===== config.mk =====
export PLATFORM = sky130hd
export DESIGN_NAME = matmul_seq_ctrl
export DESIGN_NICKNAME = d
export VERILOG_FILES = /design/src/rtl/matmul_seq_ctrl.sv
export SDC_FILE = /design/constraint.sdc
export NUM_CORES = 1
export LEC_CHECK = 0
export BUFFER_PORTS_ARGS = -buffer_cell sky130_fd_sc_hd__buf_2
export CAP_MARGIN = 0
export CORE_AREA = 2 2 135 137
export CTS_CLUSTER_DIAMETER = 40
export DETAILED_ROUTE_END_ITERATION = 7
export DIE_AREA = 0 0 137 139
export GPL_TIMING_DRIVEN = 1
export MAX_ROUTING_LAYER = met4
export PLACE_DENSITY = 0.46
export SLEW_MARGIN = 20
export SYNTH_ARGS = -nofsm -noshare
export SYNTH_HDL_FRONTEND = slang
export SYNTH_SLANG_ARGS = --single-unit

===== constraint.sdc =====
create_clock -name clk_i -period 2.28 [get_ports clk_i]
set_input_delay 0.456 -clock clk_i [delete_from_list [all_inputs] [get_ports clk_i]]
set_output_delay 0.456 -clock clk_i [all_outputs]
set_load 0.01 [all_outputs]

===== src/rtl/matmul_seq_ctrl.sv =====
// rtl/matmul_seq_ctrl.sv - job sequencer between the APB slave and the matmul engine
// Optional RUN-phase watchdog: define MATMUL_SEQ_WDT_EN.
module matmul_seq_ctrl #(
    parameter int DATA_WIDTH = 32,
    parameter int BUS_WIDTH  = 64,
    parameter int ADDR_WIDTH = 32,
    parameter int OPA_BASE   = 'h00,
    parameter int OPB_BASE   = 'h08,
    parameter int SP_BASE    = 'h10,
    parameter int FLAGS_ADDR = 'h0C,
    parameter int WDT_CYCLES = 256,
    localparam int MAX_DIM   = BUS_WIDTH / DATA_WIDTH
) (
    input  logic                  clk_i,
    input  logic                  rst_i,
    input  logic                  start_i,
    input  logic [1:0]            dim_n_i,
    input  logic [1:0]            dim_k_i,
    input  logic [1:0]            dim_m_i,
    input  logic                  apb_busy_i,
    input  logic [ADDR_WIDTH-1:0] apb_addr_i,
    input  logic [BUS_WIDTH-1:0]  apb_wdata_i,
    input  logic [MAX_DIM-1:0]    apb_strb_i,
    input  logic [BUS_WIDTH-1:0]  mem_rdata_i,
    input  logic                  eng_done_i,
    input  logic                  eng_ovf_i,
    input  logic [BUS_WIDTH-1:0]  eng_res_i,
    output logic                  busy_o,
    output logic                  start_clr_o,
    output logic [ADDR_WIDTH-1:0] mem_addr_o,
    output logic [BUS_WIDTH-1:0]  mem_wdata_o,
    output logic [MAX_DIM-1:0]    mem_strb_o,
    output logic                  mem_rd_o,
    output logic                  eng_ld_o,
    output logic                  eng_sel_o,
    output logic [1:0]            eng_row_o,
    output logic                  eng_start_o
);

    localparam int STRIDE = BUS_WIDTH / 8;

    typedef enum logic [2:0] {
        S_IDLE,
        S_CHECK,
        S_LOAD,
        S_RUN,
        S_STORE,
        S_FLAGS,
        S_DONE
    } state_t;

    state_t     state_q, state_d;
    logic       armed_q;
    logic [1:0] dim_n_q, dim_k_q, dim_m_q;
    logic       dimerr_q, ovf_q, tmo_q;
    logic       rd_sel_q, rd_done_q;
    logic [1:0] rd_row_q;
    logic       ld_q, ld_sel_q;
    logic [1:0] ld_row_q;
    logic       started_q;
    logic [1:0] st_row_q;
    logic       dim_err_c;
    logic       wdt_hit;
    logic [MAX_DIM-1:0] m_mask;

    // Operand data flows straight from memory to the engine; the sequencer never looks at it.
    logic unused_rdata;
    assign unused_rdata = ^mem_rdata_i;

`ifdef MATMUL_SEQ_WDT_EN
    logic [31:0] wdt_cnt_q;
    assign wdt_hit = (wdt_cnt_q == 32'(WDT_CYCLES - 1));
`else
    localparam int wdt_unused = WDT_CYCLES;
    assign wdt_hit = 1'b0;
`endif

    function automatic logic [ADDR_WIDTH-1:0] row_addr(input int base, input logic [1:0] row);
        return ADDR_WIDTH'(base + int'(row) * STRIDE);
    endfunction

    assign dim_err_c = (int'(dim_n_q) > MAX_DIM - 1) || (int'(dim_k_q) > MAX_DIM - 1) ||
                       (int'(dim_m_q) > MAX_DIM - 1);

    always_comb begin
        m_mask = '0;
        for (int j = 0; j < MAX_DIM; j++) begin
            m_mask[j] = (j <= int'(dim_m_q));
        end
    end

    always_comb begin
        state_d     = state_q;
        busy_o      = 1'b1;
        start_clr_o = 1'b0;
        mem_addr_o  = '0;
        mem_wdata_o = '0;
        mem_strb_o  = '0;
        mem_rd_o    = 1'b0;
        eng_ld_o    = ld_q;
        eng_sel_o   = 1'b0;
        eng_row_o   = 2'd0;
        eng_start_o = 1'b0;
        case (state_q)
            S_IDLE: begin
                busy_o      = 1'b0;
                mem_addr_o  = apb_addr_i;
                mem_wdata_o = apb_wdata_i;
                mem_strb_o  = apb_strb_i;
                if (start_i && armed_q && !apb_busy_i) begin
                    state_d = S_CHECK;
                end
            end
            S_CHECK: begin
                state_d = dim_err_c ? S_FLAGS : S_LOAD;
            end
            S_LOAD: begin
                mem_rd_o   = !rd_done_q;
                mem_addr_o = row_addr(rd_sel_q ? OPB_BASE : OPA_BASE, rd_row_q);
                eng_sel_o  = ld_sel_q;
                eng_row_o  = ld_row_q;
                if (ld_q && ld_sel_q && (ld_row_q == dim_k_q)) begin
                    state_d = S_RUN;
                end
            end
            S_RUN: begin
                eng_start_o = !started_q;
                if (eng_done_i) begin
                    state_d = S_STORE;
                end else if (wdt_hit) begin
                    state_d = S_FLAGS;
                end
            end
            S_STORE: begin
                mem_addr_o  = row_addr(SP_BASE, st_row_q);
                mem_wdata_o = eng_res_i;
                mem_strb_o  = m_mask;
                eng_row_o   = st_row_q;
                if (st_row_q == dim_n_q) begin
                    state_d = S_FLAGS;
                end
            end
            S_FLAGS: begin
                mem_addr_o  = ADDR_WIDTH'(FLAGS_ADDR);
                mem_wdata_o = BUS_WIDTH'({tmo_q, ovf_q, dimerr_q, ~tmo_q});
                mem_strb_o  = '1;
                state_d     = S_DONE;
            end
            S_DONE: begin
                start_clr_o = 1'b1;
                state_d     = S_IDLE;
            end
            default: begin
                busy_o  = 1'b0;
                state_d = S_IDLE;
            end
        endcase
    end

    always_ff @(posedge clk_i) begin
        if (rst_i) begin
            state_q   <= S_IDLE;
            armed_q   <= 1'b1;
            dim_n_q   <= 2'd0;
            dim_k_q   <= 2'd0;
            dim_m_q   <= 2'd0;
            dimerr_q  <= 1'b0;
            ovf_q     <= 1'b0;
            tmo_q     <= 1'b0;
            rd_sel_q  <= 1'b0;
            rd_done_q <= 1'b0;
            rd_row_q  <= 2'd0;
            ld_q      <= 1'b0;
            ld_sel_q  <= 1'b0;
            ld_row_q  <= 2'd0;
            started_q <= 1'b0;
            st_row_q  <= 2'd0;
`ifdef MATMUL_SEQ_WDT_EN
            wdt_cnt_q <= '0;
`endif
        end else begin
            state_q  <= state_d;
            ld_q     <= mem_rd_o;
            ld_sel_q <= rd_sel_q;
            ld_row_q <= rd_row_q;
            if (!start_i) begin
                armed_q <= 1'b1;
            end
            case (state_q)
                S_IDLE: begin
                    if (state_d == S_CHECK) begin
                        armed_q  <= 1'b0;
                        dim_n_q  <= dim_n_i;
                        dim_k_q  <= dim_k_i;
                        dim_m_q  <= dim_m_i;
                        dimerr_q <= 1'b0;
                        ovf_q    <= 1'b0;
                        tmo_q    <= 1'b0;
                    end
                end
                S_CHECK: begin
                    rd_sel_q  <= 1'b0;
                    rd_row_q  <= 2'd0;
                    rd_done_q <= 1'b0;
                    started_q <= 1'b0;
                    st_row_q  <= 2'd0;
                    dimerr_q  <= dim_err_c;
`ifdef MATMUL_SEQ_WDT_EN
                    wdt_cnt_q <= '0;
`endif
                end
                S_LOAD: begin
                    // A rows first, then B rows; the last B read parks the reader.
                    if (!rd_done_q) begin
                        if (!rd_sel_q) begin
                            if (rd_row_q == dim_n_q) begin
                                rd_sel_q <= 1'b1;
                                rd_row_q <= 2'd0;
                            end else begin
                                rd_row_q <= rd_row_q + 2'd1;
                            end
                        end else if (rd_row_q == dim_k_q) begin
                            rd_done_q <= 1'b1;
                        end else begin
                            rd_row_q <= rd_row_q + 2'd1;
                        end
                    end
                end
                S_RUN: begin
                    started_q <= 1'b1;
                    if (eng_done_i) begin
                        ovf_q <= eng_ovf_i;
                    end else if (wdt_hit) begin
                        tmo_q <= 1'b1;
                    end
`ifdef MATMUL_SEQ_WDT_EN
                    wdt_cnt_q <= wdt_cnt_q + 32'd1;
`endif
                end
                S_STORE: begin
                    if (st_row_q != dim_n_q) begin
                        st_row_q <= st_row_q + 2'd1;
                    end
                end
                default: ;
            endcase
        end
    end

endmodule

==> reports/qor.yml <==
cts_tree: "done"
fin_skew_ns: 0.00300
place_area_mm2: 0.00386
synth.avg_cell_area_um2: 7.96
grt_pass1_wl_um: 16900
crit_family: "flip-flops"
ys_top_cells_by_area: "a22o_1 (25%), dfxtp_1 (21%), and2_1 (8.4%)"
drt_first_iter_violations: 122
synth_area_mm2: 0.00215
slew_headroom_pct: 66.5
syn_inst: 270
synth-async-reset-ratio_pct: 0
ios: 344
grt_use_total_pct: 11.9
globalRouteMet3Util_pct: 1.10
cap_violations: 0
htreeDepth: 1
yosysTopAreaCell: "a22o_1"
worstPathArrival_ns: 1.71
initial_utilization_pct: 12.2
cp_cell_sequence: "nor3b_4 -> buf_12 -> a22o_1 -> buf_2"
fin_crit_ns: 2.16
placed_cells: 763
drc: 0
hold_class: "primary input to flip-flop"
worst_slack_ns: 0.115
numCtsBuffers: 3
critPathBufInv: 2
cts_sinks: 23
yosys-top-cells-count: "a22o_1 (62), and2_1 (29), nor2_1 (29)"
holdBufCountCts: 0
rsz0062_at_grt: "false"
synth_top_area_share_pct: 25.3
coreArea_mm2: 0.0177
synth-edff-count: 0
clock_latency_ns: 0.26
antenna_found_initial: 0
setup_tns_ns: 0
postLayoutCellArea_mm2: 0.00395
grtUsageMet2_pct: 20.5
start_kind: "flip-flop"
clock_path_buffers: 2
syn_nets: 510
num_antenna_cells: 0
fillers: 2017
setup_violations: 0
powerDensity_mw_per_mm2: 491
layout.nets: 779
min_period_over_period_pct: 94.9
worst_slew_pin_slew_ns: 0.502
place_ws_ns: 0.280
gp_congestion: 0.777
critPathRequiredTime_ns: 1.82
status: "finished, final reports clean"
die_h_um: 139
drv_slew: 0
drive_gt1_share_pct: 57.1
vias: 3100
die_w_um: 137
ys_types: 47
grt_overflow_total: 0
ant_nets: 0
yosys_register_bits: 23
fmax_mhz: 462
endpoint_kind: "primary output"
placementRows: 49
grt_util_met1_pct: 14.9
crit_slowest_cell: "dfxtp_1"
dp_hpwl_um: 10200
grt_busiest_layer: "met2"
grt_max_degree: 52
first_pass_iters: 4
vias_per_cell: 4.04
synth_most_common_cell: "a22o_1"
power.leakage_nw: 2.03
stdcell_count: 767
finalHoldViolCount: 0
synth_warnings: 0
critPathKind: "flip-flop to primary output"
route.detailed.wl_per_inst_um: 16.1
critPathMaxFanout: 36
clk_pin_slew_worst_paths_ns: 0.06
slowest_delay_ns: 0.46
wl_um: 12400
first_global_vias: 2875
cts-root-buf: "clkbuf_16"
vdd_ir_drop_max_uv: 197
syn2layout_area_growth_pct: 83.7
dieArea_mm2: 0.0190
synth_ff_type: "dfxtp_1"
io_buffers: 279
seq_area_frac_synth_pct: 21.4
repair_timing:
item	4_1_cts	5_1_grt
buffers inserted	0	0
gates resized for setup	1	1
pin swaps	0	1
endpoints found under the setup margin	1	8
through the flow:
| step | hold slack (ns) | power [mW] | util (%) |
|---|---|---|---|
| 6_report | 0.427 | 1.94 | 22.4 |
| 3_5_place_dp | 0.450 | 1.57 | 21.9 |
| 2_1_floorplan | 0.432 | 1.01 | - |
| 4_1_cts | 0.429 | 1.97 | 22.3 |
| 3_3_place_gp | 0.446 | 1.58 | 21.9 |
| 5_1_grt | 0.461 | 2.06 | 22.4 |
registers in the layout (all words and copies together) (netlist names), 2 cells and up:
signal / flops
ld_row_q: 2
st_row_q: 2
state_q: 3
dim_n_q: 2
dim_k_q: 2
dim_m_q: 2
rd_row_q: 2
final cells by class:
class	count	area, um2	area share, %
multi-input combinational	215	1560	39.6
timing repair buffer	291	1540	39.0
sequential	23	460	11.7
tap	229	287	7.26
clock buffer	4	78.8	2.00
inverter	5	18.8	0.475
per-layer routing:
metal,routed length [um],part of all wire (%),vias to the layer above
met3,934,7.5,13
met1,5370,43,1403
met5,0,0,-
met4,185,1.5,0
met2,5890,48,148
li1,-,-,1536
kinds of logic after synthesis:
logic type / share of synthesized area (%)
XOR/XNOR: 3.26
AO/OA/AOI/OAI: 37.1
buffers and inverters: 6.35
multiplexers: 5.12
AND/OR/NAND/NOR: 25.6
adder cells (fa/ha/maj): 1.16
flip-flops: 21.4
path summary, 6_finish.rpt:
path              slack (ns)  startpoint         endpoint  cells after the start
setup / recovery        0.12  state_q[0]  mem_wdata_o[50]                      4
hold / removal          0.43  dim_m_i[0]       dim_m_q[0]                      3
setup reg to reg        0.42  state_q[0]      rd_row_q[1]                      5
hold reg to reg         0.46   rd_done_q        rd_done_q                      2
cells in the final DEF (no fill, tap or decap), types with 3 or more instances in the layout:
master	netlist	layout
inv_1	5	5
clkbuf_16	0	3
buf_2	4	279
a22o_1	62	62
nand2_1	10	10
buf_4	1	7
o2bb2ai_1	3	3
xnor2_1	4	4
xor2_1	4	4
mux2i_1	11	11
a21oi_1	12	12
nand2b_1	4	4
nor2_1	29	29
nor2b_1	5	5
buf_12	0	4
o21ai_0	3	3
and2_1	29	29
nor3_1	5	5
dfxtp_1	23	23
report_power, final:
group | internal [mW] | switching [mW] | total [mW]
registers | 0.418 | 0.0248 | 0.443
clock network | 0.239 | 0.148 | 0.387
logic | 0.531 | 0.580 | 1.11
worst min-delay path, delay by kind of cell:
kind	cells	cell delay (ns)
and+or+nand+nor	1	0.07
muxes	1	0.05
buffers and inverters	1	0.07
Note: power is estimated with default switching activity, not from simulation.
